File: src/rtl/output_interface.sv
// ============================================================================
// output_interface: serialises a 128-bit ciphertext block into 16 host bytes
// with valid/ack handshake, done pulse and sticky overrun flag.
// Revision: 1.0
// ============================================================================
`default_nettype none

module output_interface #(
    parameter bit MSB_FIRST  = 1'b1,
    parameter bit HOLD_LEVEL = 1'b1
) (
    input  logic         clk,
    input  logic         rst_,
    input  logic [127:0] cipher_in,
    input  logic         transformer_done,
    output logic [7:0]   dout,
    output logic         dout_valid,
    input  logic         dout_ack,
    output logic         ready,
    output logic         out_done,
    output logic         overrun,
    input  logic         clr_ovr
);

    typedef enum logic [1:0] {
        S_ID = 2'd0,
        S_TX = 2'd1,
        S_DN = 2'd2
    } state_t;

    state_t         state;
    state_t         state_nxt;
    logic [127:0]   shreg;
    logic [3:0]     cnt;
    logic           done_prev;
    logic           capture;
    logic           accept;

    // Level mode only reacts to the low-to-high transition of the engine flag.
    assign capture = HOLD_LEVEL ? (transformer_done & ~done_prev) : transformer_done;
    assign accept  = (state == S_TX) & dout_ack;

    always_ff @(posedge clk) begin
        if (rst_) begin
            state <= S_ID;
        end else begin
            state <= state_nxt;
        end
    end

    always_comb begin
        state_nxt = state;
        case (state)
            S_ID: if (capture) state_nxt = S_TX;
            S_TX: if (accept && (cnt == 4'hF)) state_nxt = S_DN;
            S_DN: state_nxt = S_ID;
            default: state_nxt = S_ID;
        endcase
    end

    always_ff @(posedge clk) begin
        if (rst_) begin
            shreg     <= 128'h0;
            cnt       <= 4'h0;
            done_prev <= 1'b0;
            overrun   <= 1'b0;
        end else begin
            done_prev <= transformer_done;
            if ((state == S_ID) && capture) begin
                shreg <= cipher_in;
                cnt   <= 4'h0;
            end else if (accept) begin
                if (MSB_FIRST) begin
                    shreg <= {shreg[119:0], 8'h00};
                end else begin
                    shreg <= {8'h00, shreg[127:8]};
                end
                cnt <= cnt + 4'h1;
            end
            // A new overrun event wins over a simultaneous clear.
            if (capture && (state != S_ID)) begin
                overrun <= 1'b1;
            end else if (clr_ovr) begin
                overrun <= 1'b0;
            end
        end
    end

    assign dout       = (state == S_TX) ? (MSB_FIRST ? shreg[127:120] : shreg[7:0]) : 8'h00;
    assign dout_valid = (state == S_TX);
    assign ready      = (state == S_ID);
    assign out_done   = (state == S_DN);

endmodule

`default_nettype wire

File: config.mk
export PLATFORM = sky130hd
export DESIGN_NAME = output_interface
export DESIGN_NICKNAME = d
export VERILOG_FILES = /design/src/rtl/output_interface.sv
export SDC_FILE = /design/constraint.sdc
export NUM_CORES = 1
export LEC_CHECK = 0
export CAP_MARGIN = 20
export CELL_PAD_IN_SITES_DETAIL_PLACEMENT = 0
export CELL_PAD_IN_SITES_GLOBAL_PLACEMENT = 1
export CORE_AREA = 2 2 123 125
export DETAILED_ROUTE_END_ITERATION = 8
export DIE_AREA = 0 0 125 127
export MAX_ROUTING_LAYER = met4
export PLACE_DENSITY_LB_ADDON = 0.1
export SLEW_MARGIN = 10
export SYNTH_ARGS = -nofsm -noshare
export SYNTH_HDL_FRONTEND = slang
export SYNTH_SLANG_ARGS = --single-unit
export TNS_END_PERCENT = 20
File: constraint.sdc
create_clock -name clk -period 4.6 [get_ports clk]
set_input_delay 0.92 -clock clk [delete_from_list [all_inputs] [get_ports clk]]
set_output_delay 0.92 -clock clk [all_outputs]
set_load 0.05 [all_outputs]
==> summary.md <==
| Metric | Value |
|---|---|
| Setup TNS | `0 ns` |
| Layout Nets | `863` |
| Total chip power | `3450 uW` |
| Non-Filler Instances | `~930` |
| CTS H-tree lvls | `4` |
| DRC violations left | `0` |
| Die width | `125 um` |
| Synth warn | `0` |
| Area of the multi-input gates | `0.00248 mm2` |
| Grt total ovfl | `0` |
| Layout cells sized above 1 | `under 10%` |
| Pre-antenna DRT Iters | `5` |
| Setup bufs post-CTS | `0` |
| Worst IR Drop VDD | `0.211 mV` |
| Initial Utilization | `roughly two fifths` |
| Row count | `44` |
| CP peak stage delay | `0.80 ns` |
| Most common cell after layout, fill and taps aside | `clkdlybuf4s50_1` |
| Die height | `about 130 um` |
| Clk sinks | `136` |
| Post-synth cell types | `29` |
| Starting DRT DRC Count | `494` |
| Vias in the first global route | `4974` |
| Critical Path Source Type | `register` |
| Leakage | `0.00260 uW` |
| Port bufs | `144` |
| Sequential fraction of the synthesis area | `49.3%` |
| Setup Viol. Count Final | `0` |
| CTS tree | `done` |
| Worst-path clk slew | `0.06 ns` |
| Final worst path period need | `3.41 ns` |
| Fmax | `between 200 and 300 MHz` |
| Post-Place Cells | `slightly below 900` |
| CP required | `around 3.7 ns` |
| Period utilisation layout | `74.2%` |
| CTS Buffer Depth | `2` |
| Area grow syn2layout | `40.0%` |
| Post-route ant nets | `0` |
| Gr busiest metal | `met2` |
| WS Path Type | `register to primary output` |
| Syn Std Cell Area | `between 0.005 and 0.006 mm2` |
| PwrDens | `roughly 450 mW/mm2` |
| Syn Inst Count | `~630` |
| Critical path arrival | `2.49 ns` |
| Storage cell area | `0.00272 mm2` |
| I/O pin count | `145` |
| GR Layer Usage met2 | `31.5%` |
| Routability cong. | `0.734` |
| Num CTS Buffers | `17` |
| Max-Cap Viols | `0` |
| Final WS setup | `1.19 ns` |
| Vias per inst | `between 5 and 6` |
| N_diodes | `0` |
| Pin count of the biggest net entering global routing | `132` |
| Fillers | `between 1000 and 1500` |
| Final Max Tran Viols | `0` |
| Status | `completed` |
| Critical path capture point type | `primary output` |
| Die area | `0.0159 mm2` |
| Via count | `roughly 5200` |
| Crit-path cells | `nor2b_1 -> and2_1 -> clkdlybuf4s50_1` |
| RSZ-0062 raised after global routing | `no` |
| Worst path slowest cell | `clkdlybuf4s50_1` |
| #FFs+latches synth | `136` |
| Final hold vios | `0` |
| Initial antenna violation count | `0` |
| GR Util met1 | `around 25%` |
| Post-cts sizing count | `0` |
| Clk_lat worst skew | `0.42 ns` |
| Worst slew pin tran | `about 1.1 ns` |
| Gr usage total | `between 10% and 20%` |
| Hold buffer count at cts | `0` |
| Root Buffer | `clkbuf_16` |
| Synth Area per Inst | `8.76 um2` |
| Cell family with most CP delay | `buffers and inverters` |
| Min-delay worst type | `register to register` |
| Met3 usage | `5.15%` |
| Core area | `0.0144 mm2` |
| Avg WL per Cell | `17.3 um` |
| CP Buf/Inv Count | `1` |
| Pre-CTS setup slack | `1.50 ns` |
| Clock Skew | `0.00751 ns` |
| Global-route wire length before repair | `25200 um` |
| WL final | `between 15000 and 20000 um` |
| Most frequent cells in the layout | `clkdlybuf4s50_1, dfxtp_1, a21oi_1` |
| CP Max Fanout | `11` |
| Syn_nets | `765` |
| Slew headroom | `a little over a quarter` |
| Post-DP HPWL | `approximately 9500 um` |
-- power by group --
group	total, uW	switching, uW	leakage (uW)	internal (uW)
Sequential	1300	41.5	0.00111	1260
Combinational	402	205	0.00111	197
Clock	1750	503	0.000370	1250
-- flip-flops by register name, summed over array words and instances (netlist names) --
signal / cells
shreg: 128
done_prev: 1
state: 2
cnt: 4
overrun: 1
-- cell usage after synthesis --
library cell,instances,area (um2)
dfxtp_1,136,2720
a21oi_1,130,651
nand3_1,126,631
a22oi_1,117,878
clkbuf_1,34,128
buf_2,28,140
nand2_1,11,41.3
and2_1,8,50.1
buf_4,6,45.0
buf_1,5,18.8
nor2_1,5,18.8
a211oi_1,4,30.0
nor2b_1,3,18.8
nor3_1,3,15.0
and3b_1,1,8.76
ha_1,1,12.5
mux2i_1,1,10.0
nand2b_1,1,6.26
nand3b_1,1,7.51
nand4_1,1,6.26
nand4b_1,1,8.76
nor3b_1,1,7.51
nor4b_4,1,23.8
o21ai_0,1,5.00
or3_1,1,6.26
or3b_2,1,8.76
or4b_1,1,10.0
xnor2_1,1,8.76
xor2_1,1,8.76
-- path summary, 6_finish.rpt --
check	cells past startpoint	to	slack [ns]	start
max	3	dout[6]	1.19	state[0]
min	2	shreg[11]	0.46	shreg[11]
max reg2reg	4	shreg[116]	2.55	state[0]
min reg2reg	2	shreg[11]	0.46	shreg[11]
-- worst reg2reg max path, cell delays in order, from the launching register on --
cell and delay [ns]:
dfxtp_1 0.49, and3b_4 0.70, buf_12 0.40, a22oi_1 0.21, a21oi_1 0.16
-- logic make-up after synthesis --
family                     count (synthesis)  synth area share (%)
adders and majority gates                  1                 0.226
DFF                                      136                  49.3
buffers and inverters                     73                  6.00
and+or+nand+nor                          166                  15.7
xor gates and xnor gates                   2                 0.317
AOI/OAI and AO/OA                        252                  28.3
muxes                                      1                 0.181
-- layout make-up --
cell class / instances / area share, %
flip-flops and latches: 136 / 35.2
clock inverters: 14 / 4.17
clock buffers: 18 / 5.68
repair buffers: 152 / 20.0
well taps: 184 / 2.97
multi-input cells: 422 / 32.0
-- routing by layer --
metal | vias up | share of wire, % | wire (um)
met5 | - | 0 | 0
met4 | 0 | 1.2 | 199
met3 | 13 | 6.0 | 956
met2 | 150 | 48 | 7750
met1 | 2504 | 44 | 7140
li1 | 2557 | - | -
-- through the flow --
stage	utilization, %	cell area, um2	hold slack, ns
global placement	48.2	6950	0.453
CTS	53.5	7710	0.467
global route	53.7	7740	0.483
finish	53.7	7740	0.463
floorplan	-	5530	0.437
detailed placement	48.2	6950	0.459
(Power assumes the default switching activity.)
